### config.mk
export PLATFORM = sky130hd
export DESIGN_NAME = pipemem_stage
export DESIGN_NICKNAME = d
export VERILOG_FILES = /design/src/rtl/pipemem_stage.sv
export SDC_FILE = /design/constraint.sdc
export NUM_CORES = 1
export LEC_CHECK = 0
export BUFFER_PORTS_ARGS = -buffer_cell sky130_fd_sc_hd__clkbuf_2
export CAP_MARGIN = 20
export CORE_MARGIN = 2
export CORE_UTILIZATION = 51
export DETAILED_ROUTE_END_ITERATION = 8
export PLACE_DENSITY = 0.95
export SYNTH_ARGS = -nofsm -noshare
export SYNTH_HDL_FRONTEND = slang
export SYNTH_SLANG_ARGS = --single-unit
export TNS_END_PERCENT = 5
### constraint.sdc
create_clock -name clock -period 8.15 [get_ports clock]
set_clock_uncertainty 0.2 [all_clocks]
set_input_delay 1.63 -clock clock [delete_from_list [all_inputs] [get_ports clock]]
set_output_delay 1.63 -clock clock [all_outputs]
set_load 0.02 [all_outputs]
### src/rtl/pipemem_stage.sv
// MEM stage of the 5-stage pipeline: request/acknowledge data-memory port with byte/half lanes,
// timeout abort, and write-back controls toward the MEM/WB register.
module pipemem_stage #(
    parameter int TIMEOUT = 16,
    parameter int CNTW    = 5
) (
    input  logic        clock,
    input  logic        reset,
    input  logic        mvalid,
    input  logic        mwreg,
    input  logic        mm2reg,
    input  logic        mwmem,
    input  logic [1:0]  msize,
    input  logic        munsigned,
    input  logic [31:0] malu,
    input  logic [31:0] mb,
    input  logic [4:0]  mrn,
    input  logic        dmem_ack,
    input  logic [31:0] dmem_rdata,
    output logic        dmem_req,
    output logic        dmem_we,
    output logic [31:0] dmem_addr,
    output logic [31:0] dmem_wdata,
    output logic [3:0]  dmem_be,
    output logic        mstall,
    output logic        mwreg_out,
    output logic        mm2reg_out,
    output logic [31:0] mmo,
    output logic [31:0] malu_out,
    output logic [4:0]  mrn_out,
    output logic        mexc,
    output logic [1:0]  dbg_state
);

    localparam logic [1:0] S_IDLE = 2'd0;
    localparam logic [1:0] S_REQ  = 2'd1;
    localparam logic [1:0] S_DONE = 2'd2;

    logic [1:0]      state_q, state_d;
    logic            req_q, req_d;
    logic            we_q, we_d;
    logic [31:0]     addr_q, addr_d;
    logic [31:0]     wdata_q, wdata_d;
    logic [3:0]      be_q, be_d;
    logic [31:0]     rdata_q, rdata_d;
    logic            err_q, err_d;
    logic [CNTW-1:0] cnt_q, cnt_d;

    logic        access;
    logic        is_store;
    logic        misaligned;
    logic [3:0]  lane_be;
    logic [31:0] lane_wdata;
    logic [7:0]  byte_sel;
    logic [15:0] half_sel;
    logic [31:0] load_ext;

    // A load wins when both mm2reg and mwmem are set.
    assign access   = mvalid & (mm2reg | mwmem);
    assign is_store = mwmem & ~mm2reg;

    always_comb begin
        misaligned = 1'b0;
        lane_be    = 4'b1111;
        lane_wdata = mb;
        case (msize)
            2'b00: begin
                lane_be    = 4'b0001 << malu[1:0];
                lane_wdata = {4{mb[7:0]}};
            end
            2'b01: begin
                misaligned = malu[0];
                lane_be    = malu[1] ? 4'b1100 : 4'b0011;
                lane_wdata = {2{mb[15:0]}};
            end
            default: misaligned = |malu[1:0];
        endcase
    end

    always_comb begin
        byte_sel = rdata_q[7:0];
        case (malu[1:0])
            2'b00: byte_sel = rdata_q[7:0];
            2'b01: byte_sel = rdata_q[15:8];
            2'b10: byte_sel = rdata_q[23:16];
            2'b11: byte_sel = rdata_q[31:24];
            default: byte_sel = rdata_q[7:0];
        endcase
        half_sel = malu[1] ? rdata_q[31:16] : rdata_q[15:0];
        case (msize)
            2'b00:   load_ext = {{24{byte_sel[7] & ~munsigned}}, byte_sel};
            2'b01:   load_ext = {{16{half_sel[15] & ~munsigned}}, half_sel};
            default: load_ext = rdata_q;
        endcase
    end

    always_comb begin
        state_d = state_q;
        req_d   = req_q;
        we_d    = we_q;
        addr_d  = addr_q;
        wdata_d = wdata_q;
        be_d    = be_q;
        rdata_d = rdata_q;
        err_d   = err_q;
        cnt_d   = cnt_q;
        case (state_q)
            S_IDLE: begin
                if (access && !misaligned) begin
                    state_d = S_REQ;
                    req_d   = 1'b1;
                    we_d    = is_store;
                    addr_d  = {malu[31:2], 2'b00};
                    wdata_d = lane_wdata;
                    be_d    = lane_be;
                    cnt_d   = '0;
                end
            end
            S_REQ: begin
                if (dmem_ack) begin
                    rdata_d = dmem_rdata;
                    req_d   = 1'b0;
                    we_d    = 1'b0;
                    state_d = S_DONE;
                end else if (cnt_q == CNTW'(TIMEOUT - 1)) begin
                    req_d   = 1'b0;
                    we_d    = 1'b0;
                    err_d   = 1'b1;
                    state_d = S_DONE;
                end else begin
                    cnt_d = cnt_q + CNTW'(1);
                end
            end
            S_DONE: begin
                state_d = S_IDLE;
                err_d   = 1'b0;
            end
            default: state_d = S_IDLE;
        endcase
    end

    always_ff @(posedge clock or posedge reset) begin
        if (reset) begin
            state_q <= S_IDLE;
            req_q   <= 1'b0;
            we_q    <= 1'b0;
            addr_q  <= '0;
            wdata_q <= '0;
            be_q    <= '0;
            rdata_q <= '0;
            err_q   <= 1'b0;
            cnt_q   <= '0;
        end else begin
            state_q <= state_d;
            req_q   <= req_d;
            we_q    <= we_d;
            addr_q  <= addr_d;
            wdata_q <= wdata_d;
            be_q    <= be_d;
            rdata_q <= rdata_d;
            err_q   <= err_d;
            cnt_q   <= cnt_d;
        end
    end

    // Write-back controls are gated off while reset is asserted.
    always_comb begin
        mstall    = 1'b0;
        mwreg_out = 1'b0;
        mexc      = 1'b0;
        mmo       = '0;
        if (!reset) begin
            case (state_q)
                S_IDLE: begin
                    if (access && misaligned) mexc = 1'b1;
                    else if (access)          mstall = 1'b1;
                    else                      mwreg_out = mvalid & mwreg;
                end
                S_REQ: mstall = 1'b1;
                S_DONE: begin
                    if (err_q) begin
                        mexc = 1'b1;
                    end else begin
                        mwreg_out = mvalid & mwreg;
                        mmo       = load_ext;
                    end
                end
                default: mstall = 1'b0;
            endcase
        end
    end

    assign mm2reg_out = mm2reg & ~reset;
    assign malu_out   = malu;
    assign mrn_out    = mrn;
    assign dmem_req   = req_q;
    assign dmem_we    = we_q;
    assign dmem_addr  = addr_q;
    assign dmem_wdata = wdata_q;
    assign dmem_be    = be_q;
    assign dbg_state  = state_q;

endmodule

==> results of run 1 <==
==> how the worst max path moves through the flow <==
| stage | from | endpoint | slack, ps | cells past startpoint |
|---|---|---|---|---|
| 2_1_floorplan | malu[0] | mmo[0] | 2910 | 5 |
| 3_3_place_gp | msize[0] | mmo[14] | 2510 | 5 |
| 3_5_place_dp | malu[1] | mmo[28] | 2440 | 6 |
| 4_1_cts | malu[1] | mmo[24] | 2430 | 6 |
| 5_1_grt | malu[1] | mmo[24] | 2230 | 6 |
| 6_report | malu[1] | mmo[24] | 2380 | 6 |
==> layout by cell type, fill, tap and decap left out, types with 10 or more instances in the layout <==
| cell type | synthesis | final |
|---|---|---|
| clkbuf_2 | 0 | 243 |
| nand2_1 | 153 | 153 |
| dfrtp_1 | 108 | 108 |
| mux2_2 | 35 | 35 |
| o21ai_0 | 31 | 31 |
| nor2_1 | 29 | 29 |
| mux2i_1 | 25 | 25 |
| a21oi_1 | 16 | 16 |
| a21o_2 | 13 | 13 |
| a21o_1 | 10 | 10 |
==> power groups by stage <==
stage	Clock, W	Combinational (W)	Sequential, W
after floorplan	0	0.000303	0.000944
final	0.000413	0.000621	0.000849
after global placement	0	0.000601	0.000840
after CTS	0.000425	0.000624	0.000842
after global routing	0.000447	0.000678	0.000867
after detailed placement	0	0.000622	0.000848
==> registers in the layout, summed over array words and instances (netlist names), 2 cells and up <==
name,flops
dmem_addr,30
dmem_be,4
dbg_state,2
dmem_wdata,32
rdata_q,32
cnt_q,5
==> metal layers <==
metal  vias up  track usage (%)
met3        38            6.455
met2       248            44.01
met4         0            8.974
li1       2323                -
met5         -                0
met1      2319            29.90
==> logic make-up (layout without fill, tap and decap cells) <==
kind of cell             after synthesis  in the layout  share of synthesized area, %
AND/OR/NAND/NOR                      213            213                         15.79
AO/OA/AOI/OAI                        115            115                         14.61
flip-flops                           108            108                         48.03
buffers and inverters                 89            274                         9.295
multiplexers                          60             60                         11.45
adder cells (fa/ha/maj)                2              2                        0.4447
XOR/XNOR                               2              2                        0.3114
other                                  1              2                       0.06665
==> cell type report <==
class	instances	area, µm²
multi-input cells	394	2406
flip-flops and latches	108	2703
well taps	140	175.2
inverters	10	40.04
fillers	842	3953
repair buffers	248	1254
clock buffers	9	123.9
clock inverters	7	138.9
==> stage by stage <==
step / instances / setup slack, ps / util, % / hold WS (ps)
2_1_floorplan: 591 / 2911 / - / 268.8
3_3_place_gp: 900 / 2511 / 60.94 / 258.3
3_5_place_dp: 900 / 2437 / 60.94 / 261.1
4_1_cts: 916 / 2426 / 63.38 / 286.3
5_1_grt: 916 / 2233 / 63.38 / 304.7
6_report: 916 / 2376 / 63.38 / 281.2
==> worst max-delay path: stages <==
cell and delay, ps:
clkbuf_2 520, nor3b_1 290, a22oi_1 180, a2111oi_4 960, a21o_2 180, clkbuf_2 170
==> impl_results.md, run 1 <==
- DRT antenna net count: 0
- Synth unique cells: 50
- Met1 WL: 5849 µm
- Die area: 11890 µm²
- Most common cell in the netlist: nand2_1
- Vias: 4928
- Initial drt markers: 353
- R2r worst-path depth: 7
- Num Clock Sinks: 108
- H-tree Lvls: 3
- CP Data Arrival Time: 3940 ps
- Worst Max-Slew Pin Slew: 1077 ps
- Gpl congestion: 0.8772
- Clock Latency Late Sink: 350 ps
- Leading area contributor after synthesis: dfrtp_1
- # resized after CTS: 0
- Cell internal pwr: 0.001190 W
- Synth top area share: 48.03%
- Worst Path Required: 6320 ps
- Number of vias per cell: 5.380
- Post-DP HPWL: 10860 µm
- Die H: 109.0 µm
- Worst r2r dst: cnt_q[3]
- Predominant post-synthesis flop cell: dfrtp_1
- CP startpoint kind: primary input
- Met2 WL: 7582 µm
- Vias in the first global route: 4725
- DR top layer: met4
- Outcome: complete, no violations
- Clk buf depth: 2
- CTS tree: yes
- Layout cell share with drive strength beyond 1: 41.24%
- DRT Pass-1 Iters: 7
- Worst R2R Start: cnt_q[0]
- Cells after synthesis: 590
- Asr flop ratio synth: 100.0%
- Final wirelength: 15010 µm
- Final period utilization: 70.84%
- Hold Path Class: flop to flop
- DRC Markers: 0
- Worst VDD drop: 0.0001626 V
- Die Width: 109.0 µm
- Worst-path maximum fanout: 34
- Diodes inserted: 0
- Global-route wire length before repair: 23300 µm
- Met3 wire len: 1213 µm
- Reg2reg setup slack: 5910 ps
- Root buf cell: clkbuf_8
- Tot Pwr: 0.001883 W
- Post-synth top cells: nand2_1, dfrtp_1, buf_4
- Row cnt: 38
- Initial antenna violation count: 0
- Synth Register Bits: 108
- Cts hold-fix bufs: 0
- Top Ports: 256
- Hold Path End: dmem_addr[2]
- Comb pwr share: 33.0%
- Critical hold path startpoint: dmem_addr[2]
- Placed inst area: 6578 µm²
- Max-slew violations: 0
- Net Sw Frac: 36.83%
- Max frequency: 0.1732 GHz
- Top cells by area, synth: dfrtp_1, nand2_1, mux2_2
- CP Class: primary input to primary output
- Starting Density: 52.13%
- Clock network fraction of total power: 21.9%
- Largest net degree at the start of global routing: 92
- PortBufs: 243
- WL/cell: 16.39 µm
- Inserted Clock Buffers: 9
- Synth-to-layout area growth: 21.57%
- RSZ-0062 raised after global routing: false
- Synth warn: 0
- Core area: 10790 µm²
- Relative slew margins: 27.97%
- Sequential share of power: 45.1%
- Global route overflow: 0
- Lkg Pwr: 3.750 nW
- Nets: 884
- Fin area: 6840 µm²
- Hold Vio Cnt, Final: 0
- Tmin final: 5774 ps
- Final setup vio count: 0
- Sequential fraction of the synthesis area: 48.03%
- Cell area after synthesis: 5627 µm²
- EDFF count, synth: 0
- WHS Path Cells: 2
- Clk slew on worst S/H paths: 100 ps
- Total negative setup slack: 0 ps
- NetSw: 0.0006937 W
- Postcts setup bufs: 0
- Max_cap viols: 0
- Gr usage total: 25.17%
- Power Density: 275.3 nW/µm²
- CP Capture Type: primary output
- Post-Syn Area per Cell: 9.537 µm²
(Power assumes the default switching activity.)
==> inputs of run 2 (changes only) <==
--- a/config.mk
+++ b/config.mk
@@ -8,9 +8,9 @@
 export BUFFER_PORTS_ARGS = -buffer_cell sky130_fd_sc_hd__clkbuf_2
 export CAP_MARGIN = 20
 export CORE_MARGIN = 2
-export CORE_UTILIZATION = 51
+export CORE_UTILIZATION = 48
 export DETAILED_ROUTE_END_ITERATION = 8
-export PLACE_DENSITY = 0.95
+export PLACE_DENSITY = 0.91
 export SYNTH_ARGS = -nofsm -noshare
 export SYNTH_HDL_FRONTEND = slang
 export SYNTH_SLANG_ARGS = --single-unit
==> constraint.sdc (replaced) <==
create_clock -name clock -period 5.34 [get_ports clock]
set_clock_uncertainty 0.2 [all_clocks]
set_input_delay 1.068 -clock clock [delete_from_list [all_inputs] [get_ports clock]]
set_output_delay 1.068 -clock clock [all_outputs]
set_load 0.02 [all_outputs]
==> impl_results.md, run 2 (synthesis gave the netlist of run 1 again) <==
- Clk slew on worst S/H paths: 70 ps
- Max_cap viols: 0
- Hold Path Class: flop to flop
- # resized after CTS: 0
- CP Capture Type: primary output
- CTS tree: yes
- Diodes inserted: 0
- Global-route wire length before repair: 23540 µm
- Outcome: complete, no violations
- H-tree Lvls: 3
- Util after Layout: 60.43%
- Postcts setup bufs: 0
- Worst-path maximum fanout: 34
- Buf/Inv on CP: 2
- Most common cell after layout, fill and taps aside: clkbuf_2
- Gpl congestion: 0.8164
- Largest net degree at the start of global routing: 75
- Nets: 886
- CP max stage delay: 980 ps
- Lkg Pwr: 3.774 nW
- DRT Pass-1 Iters: 5
- Relative slew margins: 30.93%
- WL/cell: 15.89 µm
- PortBufs: 243
- Post-DP HPWL: 10680 µm
- Clock Latency Late Sink: 350 ps
- Core area: 11420 µm²
- Cell total after placement: 905
- Crit-path cells: clkbuf_2, nor3b_1, a22oi_1, a2111oi_4, a21o_2, clkbuf_2
- Die H: 112.3 µm
- Hold Vio Cnt, Final: 0
- Fin area: 6900 µm²
- Clk buf depth: 2
- DRC Markers: 0
- Starting Density: 49.28%
- Final wirelength: 14620 µm
- Row cnt: 39
- Worst Max-Slew Pin Slew: 1036 ps
- CP Data Arrival Time: 3360 ps
- Final setup vio count: 0
- Vias in the first global route: 4572
- Total negative setup slack: 0 ps
- Placed inst area: 6609 µm²
- Num Clock Sinks: 108
- Tot Pwr: 0.002894 W
- Root buf cell: clkbuf_16
- Initial antenna violation count: 0
- Final period utilization: 86.64%
- Max-slew violations: 0
- Initial drt markers: 460
- Most frequent cells in the layout: clkbuf_2, nand2_1, dfrtp_1
- Die Width: 112.3 µm
- Synth-to-layout area growth: 22.64%
- CP Class: primary input to primary output
- Cts hold-fix bufs: 0
- Power Density: 419.3 nW/µm²
- Vias: 4848
- CP startpoint kind: primary input
- Tmin final: 4626 ps
- DRT antenna net count: 0
- Top Ports: 256
- Filler cells: 953
- CP dominant cell by count: clkbuf_2
- Worst Path Required: 4070 ps
- Number of vias per cell: 5.270
- Gr usage total: 23.29%
- Layout cell share with drive strength beyond 1: 41.18%
- Final non-filler cell total: 920
- Crit path max-delay family: compound AO/OA/AOI/OAI gates
- Die area: 12600 µm²
- Global route overflow: 0
- Worst VDD drop: 0.0003177 V
- Inserted Clock Buffers: 9
- Max frequency: 0.2162 GHz
- Slowest-stage cell, CP: a2111oi_4
- RSZ-0062 raised after global routing: false
-- run 2: cell count changes in the layout (fill, tap and decap cells not counted), sizes merged --
cell,change
clkbuf,+1
clkinvlp,+1
buf,+2
bufinv,-3
inv,+1
clkinv,-1
-- run 2: final cells by class --
cell class	count	area [µm²]	area share, %
Clock inverter	5	62.56	0.9066
Tap cell	143	178.9	2.593
Clock buffer	10	229.0	3.318
Multi-Input combinational cell	394	2406	34.87
Inverter	10	40.04	0.5802
Sequential cell	108	2703	39.17
Timing Repair Buffer	250	1281	18.57
-- run 2: metal layers --
layer,vias to the layer above,part of all wire (%),global-route usage [%]
met1,2292,42,28.53
met3,21,7.0,5.940
met2,200,50,40.88
met4,0,1.5,6.585
li1,2335,-,-
met5,-,0,0
-- run 2: path summary, 6_finish.rpt --
path	from	end	slack (ps)	cells after the start
hold reg to reg	dmem_wdata[2]	dmem_wdata[2]	280	2
min in group asynchronous	reset	dmem_be[0]	780	2
setup / recovery	malu[1]	mmo[24]	710	6
max in group asynchronous	reset	dmem_wdata[10]	3160	3
hold / removal	dmem_wdata[2]	dmem_wdata[2]	280	2
setup reg to reg	cnt_q[0]	cnt_q[3]	3110	7
-- run 2: tightest hold or removal path: stages (launching register included) --
cell and delay, ps:
dfrtp_1 340, nand2_1 50, nand2_1 60
-- run 2: report_power, final --
part	leakage (nW)	internal, W	switching [W]
combinational	2.30	0.000375	0.000566
clock	0.140	0.000365	0.000298
sequential	1.33	0.00109	0.000203
-- run 2: through the flow --
step                      hold slack (ps)  setup WS (ps)
after detailed placement            262.3          785.0
after floorplan                     268.8           1225
final                               277.2          713.7
after global routing                292.9          612.2
after global placement              257.5          862.0
after CTS                           279.9          735.9
==> inputs of run 3 (changes only) <==
--- a/config.mk
+++ b/config.mk
@@ -7,10 +7,12 @@
 export LEC_CHECK = 0
 export BUFFER_PORTS_ARGS = -buffer_cell sky130_fd_sc_hd__clkbuf_2
 export CAP_MARGIN = 20
+export CELL_PAD_IN_SITES_DETAIL_PLACEMENT = 0
+export CELL_PAD_IN_SITES_GLOBAL_PLACEMENT = 1
 export CORE_MARGIN = 2
-export CORE_UTILIZATION = 48
+export CORE_UTILIZATION = 34
 export DETAILED_ROUTE_END_ITERATION = 8
-export PLACE_DENSITY = 0.91
+export PLACE_DENSITY = 0.89
 export SYNTH_ARGS = -nofsm -noshare
 export SYNTH_HDL_FRONTEND = slang
 export SYNTH_SLANG_ARGS = --single-unit
==> impl_results.md, run 3 (synthesis gave the netlist of run 1 again) <==
- Vias in the first global route: 4773
- Total negative setup slack: 0 ps
- Clock Latency Late Sink: 350 ps
- CP Capture Type: primary output
- Nets: 889
- Clk buf depth: 2
- Max-slew violations: 0
- Max frequency: 0.2274 GHz
- Worst setup margin: 942.6 ps
- Starting Density: 34.29%
- Most common cell after layout, fill and taps aside: clkbuf_2
- Global route overflow: 0
- Inserted Clock Buffers: 9
- Final setup vio count: 0
- Row cnt: 47
- Worst Path Required: 4070 ps
- H-tree Lvls: 3
- Diodes inserted: 0
- Power Density: 417.1 nW/µm²
- Final period utilization: 82.35%
- Clk slew on worst S/H paths: 70 ps
- Worst R2R Start: cnt_q[0]
- Hold Vio Cnt, Final: 0
- Gpl congestion: 0.7979
- Layout cell share with drive strength beyond 1: 41.61%
- Tmin final: 4397 ps
- Tot Pwr: 0.002940 W
- Worst Max-Slew Pin Slew: 934.6 ps
- PortBufs: 243
- R2r worst-path depth: 7
- Global-route wire length before repair: 25270 µm
- WHS Path Cells: 2
- Worst-path maximum fanout: 26
- Post-DP HPWL: 11250 µm
- Worst r2r dst: cnt_q[3]
- Relative slew margins: 37.69%
- Core area: 16410 µm²
- WL/cell: 15.51 µm
- # resized after CTS: 0
- Postcts setup bufs: 0
- Most frequent cells in the layout: clkbuf_2, nand2_1, dfrtp_1
- Largest net degree at the start of global routing: 81
- Die area: 17590 µm²
- Top Ports: 256
- Outcome: complete, no violations
- Critical hold path startpoint: dmem_addr[22]
- DRT antenna net count: 0
- Post-Place Worst Slack: 963.2 ps
- Initial drt markers: 227
- Root buf cell: clkbuf_16
- CP startpoint kind: primary input
- RSZ-0062 raised after global routing: false
- DRC Markers: 0
- CTS tree: yes
- Hold Path Class: flop to flop
- CP Class: primary input to primary output
- Max_cap viols: 0
- Synth-to-layout area growth: 25.28%
- Reg2reg setup slack: 3050 ps
- Num Clock Sinks: 108
- Hold Path End: dmem_addr[22]
- Lkg Pwr: 3.803 nW
- DRT Pass-1 Iters: 4
- CP Data Arrival Time: 3130 ps
- Die Width: 132.6 µm
- Die H: 132.6 µm
- Final wirelength: 15530 µm
- Gr usage total: 18.05%
- Number of vias per cell: 4.794
- Util after Layout: 42.96%
- Worst VDD drop: 0.0002053 V
- Vias: 4799
- Cts hold-fix bufs: 0
- Initial antenna violation count: 1
## run 3: metal layers
| layer | GRT usage (%) | part of all wire, % | up-vias |
|---|---|---|---|
| met5 | 0 | 0.077 | - |
| met4 | 5.914 | 2.3 | 2 |
| met3 | 5.172 | 7.1 | 28 |
| met2 | 28.93 | 47 | 189 |
| met1 | 23.56 | 44 | 2234 |
| li1 | - | - | 2346 |
## run 3: worst max-delay path, stage by stage
cell and delay, ps:
clkbuf_2 400, nor2_2 210, buf_4 240, or4b_1 650
a221oi_2 320, clkbuf_2 210
## run 3: power breakdown
group,internal [W],switching (W)
registers,0.00109,0.000199
logic,0.000376,0.000567
clock network,0.000378,0.000334
total,0.00184,0.00110
## run 3: final cells by class
type,count,area (µm²)
clock inverters,7,88.84
repair buffers,253,1311
inverters,10,40.04
fillers,1596,9358
clock buffers,9,225.2
multi-input cells,394,2406
well taps,220,275.3
flip-flops and latches,108,2703
## run 3: worst max-delay path by stage
stage | startpoint | end | slack (ps) | depth (start not counted)
finish | msize[0] | mmo[14] | 940 | 6
global route | msize[0] | mmo[14] | 800 | 6
CTS | msize[0] | mmo[14] | 960 | 6
detailed placement | msize[0] | mmo[14] | 960 | 6
global placement | msize[0] | mmo[14] | 1020 | 6
floorplan | reset | cnt_q[0] | 1230 | 1
## run 3: per-stage QoR
step | cell area (µm²) | hold WS (ps) | std cells
3_3_place_gp | 6708 | 258.4 | 984
6_report | 7049 | 274.8 | 1001
3_5_place_dp | 6708 | 261.2 | 984
4_1_cts | 7022 | 280.5 | 1000
2_1_floorplan | 5630 | 268.8 | 591
5_1_grt | 7049 | 299.8 | 1001
